===== src/rtl/ps2_hit_encoder.sv =====
// ps2_hit_encoder: PS/2 frame receiver that turns presses of keys 1-5 into one-shot mole-hit codes.
// Build option: define PS2_PARITY_CHECK_EN to reject frames with bad odd parity.
module ps2_hit_encoder #(
    parameter int HOLD_CYCLES    = 1,
    parameter int TIMEOUT_CYCLES = 50000
) (
    input  logic       clock,
    input  logic       reset,
    input  logic       ps2Clk,
    input  logic       ps2Data,
    input  logic       enable,
    output logic [2:0] hitCode,
    output logic       frameError
);
    localparam int WW = $clog2(TIMEOUT_CYCLES + 1);
    localparam int HW = $clog2(HOLD_CYCLES + 1);

    typedef enum logic [1:0] {IDLE, DATA, PARITY, STOP} state_t;

    state_t        state, state_n;
    logic [1:0]    clk_sync, data_sync;
    logic          clk_prev, fall, din, timeout, edge_ok;
    logic [WW-1:0] wd;
    logic [7:0]    shift;
    logic [2:0]    bit_cnt;
    logic          par_ok, byte_ok, byte_bad;
    logic          brk_pend, ext_pend, brk_byte, ext_byte;
    logic [4:0]    held_mask, key_oh;
    logic [2:0]    key_code;
    logic          hit_req;
    logic [HW-1:0] hold;

    assign fall    = clk_prev & ~clk_sync[1];
    assign din     = data_sync[1];
    assign timeout = (state != IDLE) && (wd == WW'(TIMEOUT_CYCLES));
    assign edge_ok = fall & ~timeout;

    always_ff @(posedge clock) begin
        if (reset) begin
            clk_sync  <= 2'b11;
            data_sync <= 2'b11;
            clk_prev  <= 1'b1;
        end else begin
            clk_sync  <= {clk_sync[0], ps2Clk};
            data_sync <= {data_sync[0], ps2Data};
            clk_prev  <= clk_sync[1];
        end
    end

    always_ff @(posedge clock) begin
        if (reset) state <= IDLE;
        else       state <= state_n;
    end

    always_comb begin
        state_n = state;
        if (timeout)
            state_n = IDLE;
        else if (fall)
            case (state)
                IDLE:    state_n = din ? IDLE : DATA;
                DATA:    state_n = (bit_cnt == 3'd7) ? PARITY : DATA;
                PARITY:  state_n = STOP;
                default: state_n = IDLE;
            endcase
    end

    always_ff @(posedge clock) begin
        if (reset) begin
            wd      <= '0;
            shift   <= '0;
            bit_cnt <= '0;
        end else begin
            wd <= (state == IDLE || fall) ? '0 : wd + WW'(1);
            if (edge_ok && state == IDLE)
                bit_cnt <= '0;
            if (edge_ok && state == DATA) begin
                shift   <= {din, shift[7:1]};
                bit_cnt <= bit_cnt + 3'd1;
            end
        end
    end

`ifdef PS2_PARITY_CHECK_EN
    logic par;
    always_ff @(posedge clock) begin
        if (reset)
            par <= 1'b0;
        else if (edge_ok && state == PARITY)
            par <= din;
    end
    assign par_ok = ^{shift, par};
`else
    assign par_ok = 1'b1;
`endif

    assign byte_ok  = edge_ok && state == STOP && din && par_ok;
    assign byte_bad = edge_ok && state == STOP && !(din && par_ok);

    always_ff @(posedge clock) begin
        if (reset) frameError <= 1'b0;
        else       frameError <= timeout | byte_bad;
    end

    assign brk_byte = shift == 8'hF0;
    assign ext_byte = shift == 8'hE0;
    assign key_oh   = {shift == 8'h2E, shift == 8'h25, shift == 8'h26, shift == 8'h1E, shift == 8'h16};
    assign key_code = key_oh[0] ? 3'd1 : key_oh[1] ? 3'd2 : key_oh[2] ? 3'd3 :
                      key_oh[3] ? 3'd4 : key_oh[4] ? 3'd5 : 3'd0;
    // A make only scores when its key was released since the last make (no auto-repeat hits).
    assign hit_req  = byte_ok && !brk_byte && !ext_byte && !ext_pend && !brk_pend &&
                      (|key_oh) && !(|(held_mask & key_oh));

    always_ff @(posedge clock) begin
        if (reset) begin
            brk_pend  <= 1'b0;
            ext_pend  <= 1'b0;
            held_mask <= '0;
        end else if (byte_ok) begin
            brk_pend <= brk_byte | (ext_byte & brk_pend);
            ext_pend <= ext_byte | (brk_byte & ext_pend);
            if (!brk_byte && !ext_byte && !ext_pend)
                held_mask <= brk_pend ? (held_mask & ~key_oh) : (held_mask | key_oh);
        end
    end

    always_ff @(posedge clock) begin
        if (reset) begin
            hitCode <= 3'd0;
            hold    <= '0;
        end else if (hit_req && enable) begin
            hitCode <= key_code;
            hold    <= HW'(HOLD_CYCLES);
        end else if (!enable) begin
            hitCode <= 3'd0;
            hold    <= '0;
        end else if (hold != '0) begin
            hold <= hold - HW'(1);
            if (hold == HW'(1))
                hitCode <= 3'd0;
        end
    end
endmodule


===== config.mk =====
export PLATFORM = sky130hd
export DESIGN_NAME = ps2_hit_encoder
export DESIGN_NICKNAME = d
export VERILOG_FILES = /design/src/rtl/ps2_hit_encoder.sv
export SDC_FILE = /design/constraint.sdc
export NUM_CORES = 1
export LEC_CHECK = 0
export BUFFER_PORTS_ARGS = -buffer_cell sky130_fd_sc_hd__buf_4
export CAP_MARGIN = 5
export CELL_PAD_IN_SITES_DETAIL_PLACEMENT = 1
export CELL_PAD_IN_SITES_GLOBAL_PLACEMENT = 1
export CORE_AREA = 2 2 83 69
export DETAILED_ROUTE_END_ITERATION = 10
export DIE_AREA = 0 0 85 71
export GPL_TIMING_DRIVEN = 1
export PLACE_DENSITY = 0.81
export SLEW_MARGIN = 15
export SYNTH_ARGS = -nofsm -noshare
export SYNTH_HDL_FRONTEND = slang
export SYNTH_SLANG_ARGS = --single-unit

===== constraint.sdc =====
create_clock -name clock -period 1.68 [get_ports clock]
set_clock_uncertainty 0.1 [all_clocks]
set_input_delay 0 -clock clock [delete_from_list [all_inputs] [get_ports clock]]
set_output_delay 0 -clock clock [all_outputs]
set_load 0.01 [all_outputs]

Word-level counts from Yosys, hierarchy flattened --
Index checks and enable logic that the tools add are counted.
Operators by class: magnitude comparators 0, shifts and indexed selects 0, $add $sub $neg 3, div/mod/pow operators 0, bitwise operators 13, reductions and logical operators 30, muxes and demuxes 17, multipliers 0, eq/ne operators 13
Operators with widths (number):
- $mux W3 | 10
- $eq A8 B6 Y1 const B | 3
- $add A16 B1 Y16 const B | 1
- $eq A16 B16 Y1 const B | 1
- $eq A8 B5 Y1 const B | 2
- $eq A8 B8 Y1 const B | 2
- $logic_and A1 B1 Y1 | 15
- $and A5 B5 Y5 | 2
- $reduce_or A5 Y1 | 2
- $logic_not A1 Y1 | 6
- $pmux W2 S3 | 1
- $mux W5 | 1
- $not A5 Y5 | 1
- $or A5 B5 Y5 | 1
- $and A1 B1 Y1 | 4
- $eq A2 B2 Y1 const B | 2
- $mux W1 | 4
- $reduce_bool A2 Y1 | 2
- $reduce_or A2 Y1 | 2
- $add A3 B1 Y3 const B | 1
- $eq A3 B3 Y1 const B | 1
- $ne A3 B1 Y1 const B | 1
- $or A1 B1 Y1 | 3
- $eq A2 B1 Y1 const B | 1
- other kinds (6) | 7
Word-level totals: memories kept 0, bits in latches 0, RAM bits 0, register bits 46, memory bits (read-only) 0

Logic depth before layout (Yosys ltp) --
Gate-level depths: netlist of run 1.
word-level depth 14, depth in mapped cells 7, gate-level depth less buffers 6

Least setup slack after synthesis of run 1 --
OpenSTA, ideal clock, no wires.
kind register to register, from register state[0], to register hitCode[0], library setup time 72 ps, data required time 1508 ps, period minus slack after synthesis 1786 ps, slack -106 ps, data arrival time 1614 ps, cell stages (with the launch flop) 7, cells stage by stage dfxtp_1 > buf_2 > nor2_1 > or3_1 > o211ai_2 > nand3b_1 > mux2i_1
On the way: cells in the longest elaborated chain, start to end 14, elaborated cells on any way between the ends 16, classes of those cells 2 x eq/ne; 1 x mux; 2 x bitwise; 11 x reduce/logical
RTL lines:
- start: declaration | RTL line 20 | state_t state, state_n;
- start signal: assignment | RTL line 52 | else state <= state_n;
- $reduce_bool A2 Y1 | RTL line 35 | assign timeout = (state != IDLE) && (wd == WW'(TIMEOUT_CYCLES));
- $logic_and A1 B1 Y1 | RTL line 35
- $not A1 Y1 | RTL line 36 | assign edge_ok = fall & ~timeout;
- $and A1 B1 Y1 | RTL line 36
- $logic_and A1 B1 Y1 * (2 in series) | RTL line 97 | assign byte_ok = edge_ok && state == STOP && din && par_ok;
- $logic_and A1 B1 Y1 * (5 in series) | RTL line 111 | assign hit_req = byte_ok && !brk_byte && !ext_byte && !ext_pend && !brk_pend &&
- $logic_and A1 B1 Y1 * | RTL line 112 | (|key_oh) && !(|(held_mask & key_oh));
- $logic_and A1 B1 Y1 * | RTL line 131 | end else if (hit_req && enable) begin
- $ne A3 B1 Y1 (no line) / $mux W3 (equally long branches)
- end signal: assignment | RTL line 132 | hitCode <= key_code;
- end: declaration | RTL line 12 | output logic [2:0] hitCode,
Mark *: on every way between the ends. The rest lies on a longest branch, timed or not. A chain may end at the register's enable or synchronous reset.

Final worst setup path of run 1 --
from register wd[2], to register shift[4]
On the way: cells in the longest elaborated chain, start to end 5
RTL lines:
- start: declaration | RTL line 23 | logic [WW-1:0] wd;
- start signal: assignment | RTL line 74 | wd <= (state == IDLE || fall) ? '0 : wd + WW'(1);
- $eq A16 B16 Y1 | RTL line 35
- $logic_and A1 B1 Y1 | RTL line 35
- $not A1 Y1 | RTL line 36
- $and A1 B1 Y1 | RTL line 36
- $logic_and A1 B1 Y1 | RTL line 77 | if (edge_ok && state == DATA) begin
- end signal: assignment | RTL line 78 | shift <= {din, shift[7:1]};
- end: declaration | RTL line 24 | logic [7:0] shift;
Every way passes these cells.

==> results.yml, run 1 <==
outcome:
  outcome: "finished, violations left"
  violations: "setup timing"
sta:
  timing.final.ws_setup_ns: -0.2641
  finalCritPeriodShare: 1.157
  max_freq_mhz: 514.4
  rsz0062_at_grt: "true"
  slew_violations: 0
  slew_headroom: 0.7387
  timing.hold.ws_ns: 0.04493
  hold_viol: 0
  worst_pin_slew_ns: 0.3912
  fin_crit_ns: 1.944
  finalSetupViolCount: 25
  setup_tns_ns: -4.183
worst_setup_path:
  critPathKind: "reg -> reg"
  cp-start-kind: "flop"
  crit_arrival_ns: 2.02
  critPathMaxFanout: 5
  crit_path_end_kind: "flop"
  worstPathRequired_ns: 1.76
logic_synthesis:
  synth_top_family_by_area: "simple AND/OR/NAND/NOR gates"
  synthTopCellsByCount: "dfxtp_1, nor2_1, nand2_1"
  synth_area_um2: 2125
  ys.flop_type: "dfxtp_1"
  synth.area.top_cells: "dfxtp_1, mux2i_1, nor2_1, nand2_1, xor2_1"
  ys_types: 39
  synth_top_area_frac: 0.4335
  yosys.cell_count.top_type: "dfxtp_1"
  synth_edf_count: 0
  synth_nets: 253
  postSynthAreaPerCell_um2: 8.707
  netlist_instances: 244
  yosys.area_share.simple: 0.3062
  synth-seq-area-share: 0.4335
  synth_compound_area_frac: 0.09658
  synthAdderAreaFrac: 0.02356
  yosys_warnings: 0
  ys_seq_elements: 46
  synth_xor_area_frac: 0.04535
  synth_top_cell_by_area: "dfxtp_1"
  async_reset_ff_frac: 0
  muxShareOfSynthArea: 0.06125
die:
  die_height_um: 71
  core_um2: 5255
  ios: 9
  placementRows: 24
  die_x_um: 85
  start_util: 0.4043
  die_area_um2: 6035
cells_and_area:
  drive_above_1_share: 0.3779
  nNetsFinal: 315
  fin_util: 0.5662
  syn_to_final_growth_pct: 40.05
  n_antenna_cell: 0
pwr:
  ir_worst_vdd_uv: 504.5
  power_density_nw_per_um2: 668.5
  total_power_uw: 1989
  p_leak_uw: 0.001185
grt:
  grt_remaining_overflow: 0
  grt_antenna_before_repair: 0
  grt_first_pass_wirelength_um: 10570
  grt_max_degree: 33
  grt_pass1_vias: 2169
  grt_use_total: 0.2252
placed_design:
  hpwlAfterDp_um: 4267
  gp_congestion: 0.8028
  dp_slack_ns: -0.2367
  port_buffers: 8
clock_network:
  cts_buffer_depth: 2
  htreeDepth: 2
  cts_sinks: 46
  clk_root_buffer_cell: "clkbuf_8"
  cts_tree: "done"
  numCtsBuffers: 5
  clkTransAtPathRegs_ns: 0.09
  clkLatencyLatePin_ns: 0.30
detailed_routing:
  ant_nets: 0
  vias_per_cell: 5.497
  drt-total-wl_um: 6713
  wl_per_cell_um: 18.05
  firstDrtPassIters: 4
  drc: 0
  vias: 2045
  drt_iter0_drc: 55
flow_run:
  cap_violations: 0
min_path:
  min_path_type: "in -> reg"
-- stage by stage --
stage                     std cells  area [um2]
after floorplan                 244        2172
after detailed placement        351        2600
after CTS                       370        2864
final                           372        2975
after global placement          351        2600
after global routing            372        2975
-- where the power goes --
group          switching, uW  internal (uW)  total [uW]
Sequential              3.03           1090        1100
Combinational           28.6           27.6        56.2
Clock                    389            446         835
-- worst max-delay path, stage by stage, from the launching register on --
cell	delay, ns
dfxtp_2	0.35
nor4b_4	0.28
nand4_1	0.23
o211ai_1	0.34
buf_4	0.23
mux2i_2	0.23
nor2_1	0.06
-- placed cells by master (no fill, tap or decap), types with 3 or more instances in the layout --
cell type / Yosys / routed
nor2_1: 27 / 26
o31ai_1: 4 / 3
a21oi_1: 10 / 7
dfxtp_2: 0 / 13
nor3_1: 8 / 7
clkbuf_8: 0 / 5
o21ai_0: 12 / 7
nor2b_1: 7 / 6
mux2i_1: 13 / 12
dlygate4sd3_1: 0 / 3
buf_6: 0 / 9
nand3_1: 5 / 4
nand2_1: 23 / 23
inv_1: 6 / 6
nand2b_1: 5 / 5
xor2_1: 8 / 8
buf_4: 1 / 54
xnor2_1: 3 / 3
or3_4: 0 / 4
nand3b_1: 3 / 3
a21oi_2: 0 / 3
or2_2: 7 / 6
dfxtp_1: 46 / 33
nor3b_1: 5 / 4
nand4_1: 9 / 9
or3_1: 9 / 5
-- metal layers --
| layer | wire length (um) | up-vias | global-route usage |
|---|---|---|---|
| met5 | 0 | - | 0 |
| met4 | 144 | 0 | 0.08289 |
| met1 | 2649 | 1017 | 0.2502 |
| li1 | - | 968 | - |
| met3 | 217 | 18 | 0.04434 |
| met2 | 3703 | 42 | 0.4236 |
-- area by class of cell --
class / instances / area, um2
flip-flops and latches: 46 / 937.1
well taps: 65 / 81.33
multi-input cells: 181 / 1291
clock inverters: 1 / 30.03
clock buffers: 7 / 76.32
inverters: 6 / 22.52
fillers: 614 / 2280
repair buffers: 66 / 536.8
-- worst paths after layout --
check / end / from / depth (start not counted) / slack, ns
worst max-delay path: shift[4] / wd[2] / 6 / -0.26
worst min-delay path: hitCode[0] / enable / 4 / 0.04
worst max register to register: shift[4] / wd[2] / 6 / -0.26
worst min register to register: data_sync[1] / data_sync[0] / 1 / 0.32
-- cells by family after synthesis --
family	Yosys count
multiplexers	13
AND/OR/NAND/NOR	119
XOR/XNOR	11
adder cells (fa/ha/maj)	4
buffers and inverters	17
flip-flops	46
AO/OA/AOI/OAI	34
-- what timing repair did --
item	CTS	global route
setup endpoints to repair	23	33
pin swaps	8	17
hold buffers	3	0
resized for setup	22	28
gates cloned	1	0
buffers inserted	9	4
endpoints found under the hold margin	12	0
Power figures use the tool's default switching activity.
==> run 2: changes to the inputs <==
--- a/config.mk
+++ b/config.mk
@@ -7,7 +7,7 @@
 export LEC_CHECK = 0
 export BUFFER_PORTS_ARGS = -buffer_cell sky130_fd_sc_hd__buf_4
 export CAP_MARGIN = 5
-export CELL_PAD_IN_SITES_DETAIL_PLACEMENT = 1
+export CELL_PAD_IN_SITES_DETAIL_PLACEMENT = 0
 export CELL_PAD_IN_SITES_GLOBAL_PLACEMENT = 1
 export CORE_AREA = 2 2 83 69
 export DETAILED_ROUTE_END_ITERATION = 10
==> run 2 against run 1 <==
Compared with the run above:
- utilization down 0.83 points
- largest power group unchanged
- flip-flop and latch count unchanged
- the run still ends with setup timing left
- total power down 2.0%
==> results.yml, run 2 (same netlist as run 1, synthesis figures left out) <==
pwr:
  power_density_nw_per_um2: 665.1
  ir_worst_vdd_uv: 402.1
  total_power_uw: 1950
  p_leak_uw: 0.001176
sta:
  max_freq_mhz: 559.0
  rsz0062_at_grt: "true"
  finalCritPeriodShare: 1.065
  slew_violations: 0
  finalSetupViolCount: 19
  fin_crit_ns: 1.789
  timing.final.ws_setup_ns: -0.1088
  worst_pin_slew_ns: 0.3785
  setup_tns_ns: -1.176
  hold_viol: 0
  slew_headroom: 0.7471
  timing.hold.ws_ns: 0.03840
die:
  placementRows: 24
  die_height_um: 71
  die_area_um2: 6035
  die_x_um: 85
  start_util: 0.4043
  core_um2: 5255
  ios: 9
detailed_routing:
  ant_nets: 0
  routed.top_layer: "met4"
  drt-total-wl_um: 4647
  vias_per_cell: 5.030
  drt_iter0_drc: 57
  wl_met1_um: 2264
  firstDrtPassIters: 4
  wl_per_cell_um: 12.59
  drc: 0
  vias: 1856
  dr_wl_met3_um: 137
  dr_wl_met2_um: 2213
cells_and_area:
  fillers: 475
  n_antenna_cell: 0
  multiInputGateArea_um2: 1279
  drive_above_1_share: 0.3651
  syn_to_final_growth_pct: 37.99
  regArea_um2: 939.7
  mostFrequentLayoutCells: "buf_4, dfxtp_1, nor2_1"
  nNetsFinal: 312
  final_common_cell: "buf_4"
worst_setup_path:
  crit_arrival_ns: 1.86
  critPathMaxFanout: 5
  crit_path_end_kind: "flop"
  worstPathRequired_ns: 1.75
  critPathKind: "reg -> reg"
  cp-start-kind: "flop"
  reg2reg_from: "wd[4]"
  startpoint: "wd[4]"
grt:
  grt_antenna_before_repair: 0
  grt_first_pass_wirelength_um: 7838
  grt_max_degree: 33
  grt_pass1_vias: 1754
  grt_remaining_overflow: 0
  grt_use_total: 0.1592
clock_network:
  htreeDepth: 2
  cts_tree: "done"
  clkLatencyLatePin_ns: 0.29
  clk_root_buffer_cell: "clkbuf_8"
  numCtsBuffers: 5
  clkTransAtPathRegs_ns: 0.08
  cts_sinks: 46
  cts_buffer_depth: 2
flow_run:
  cap_violations: 0
min_path:
  min_path_type: "in -> reg"
  min_from: "enable"
outcome:
  violations: "setup timing"
  outcome: "finished, violations left"
placed_design:
  port_buffers: 8
  hpwlAfterDp_um: 3305
  gp_congestion: 0.8028
run 2: cell count changes in the layout (fill, tap and decap cells not counted), sizes merged:
cell / delta
buf: -3
run 2: report_power, final:
part,total [uW],internal [uW],leakage [uW],switching [uW]
Clock,799,445,0.0000524,353
Sequential,1090,1090,0.000378,2.76
Combinational,56.9,29.2,0.000746,27.7
Total,1950,1570,0.00118,384
run 2: worst paths after layout:
path / to / slack (ns) / cells past startpoint
worst max-delay path: shift[4] / -0.11 / 6
worst min-delay path: hitCode[1] / 0.04 / 4
worst max register to register: shift[4] / -0.11 / 6
worst min register to register: data_sync[1] / 0.31 / 1
run 2: per-layer routing:
| layer | up-vias | global-route usage |
|---|---|---|
| met3 | 5 | 0.04317 |
| met1 | 864 | 0.2206 |
| met5 | - | 0 |
| met2 | 20 | 0.2517 |
| li1 | 967 | - |
| met4 | 0 | 0.02998 |
run 2: final cells by class:
class                           count  area share
Clock buffer                        7     0.02604
Tap cell                           65     0.02774
Sequential cell                    46      0.3205
Inverter                            6    0.007682
Multi-Input combinational cell    181      0.4362
Clock inverter                      1     0.01024
Timing Repair Buffer               63      0.1716
run 2: worst max-delay path: stages, from the launching register on:
cell,delay (ns)
dfxtp_2,0.34
nand2_2,0.06
or3_4,0.42
o211ai_1,0.29
buf_4,0.22
mux2i_1,0.20
nor2_1,0.05
run 2: per-stage QoR:
step,area [um2],worst slack [ns],util,cells
CTS,2776,-0.09181,0.5283,364
finish,2932,-0.1088,0.5579,369
detailed placement,2600,-0.1168,0.4948,351
global placement,2600,-0.07330,0.4948,351
floorplan,2172,-0.06090,-,244
global route,2932,-0.2053,0.5579,369
run 2: what timing repair did:
item	4_1_cts	5_1_grt
hold buffers	3	0
gates resized for setup	13	29
buffers inserted	1	5
endpoints found under the hold margin	12	0
gates cloned	1	0
pin swaps	4	12
endpoints found under the setup margin	21	27
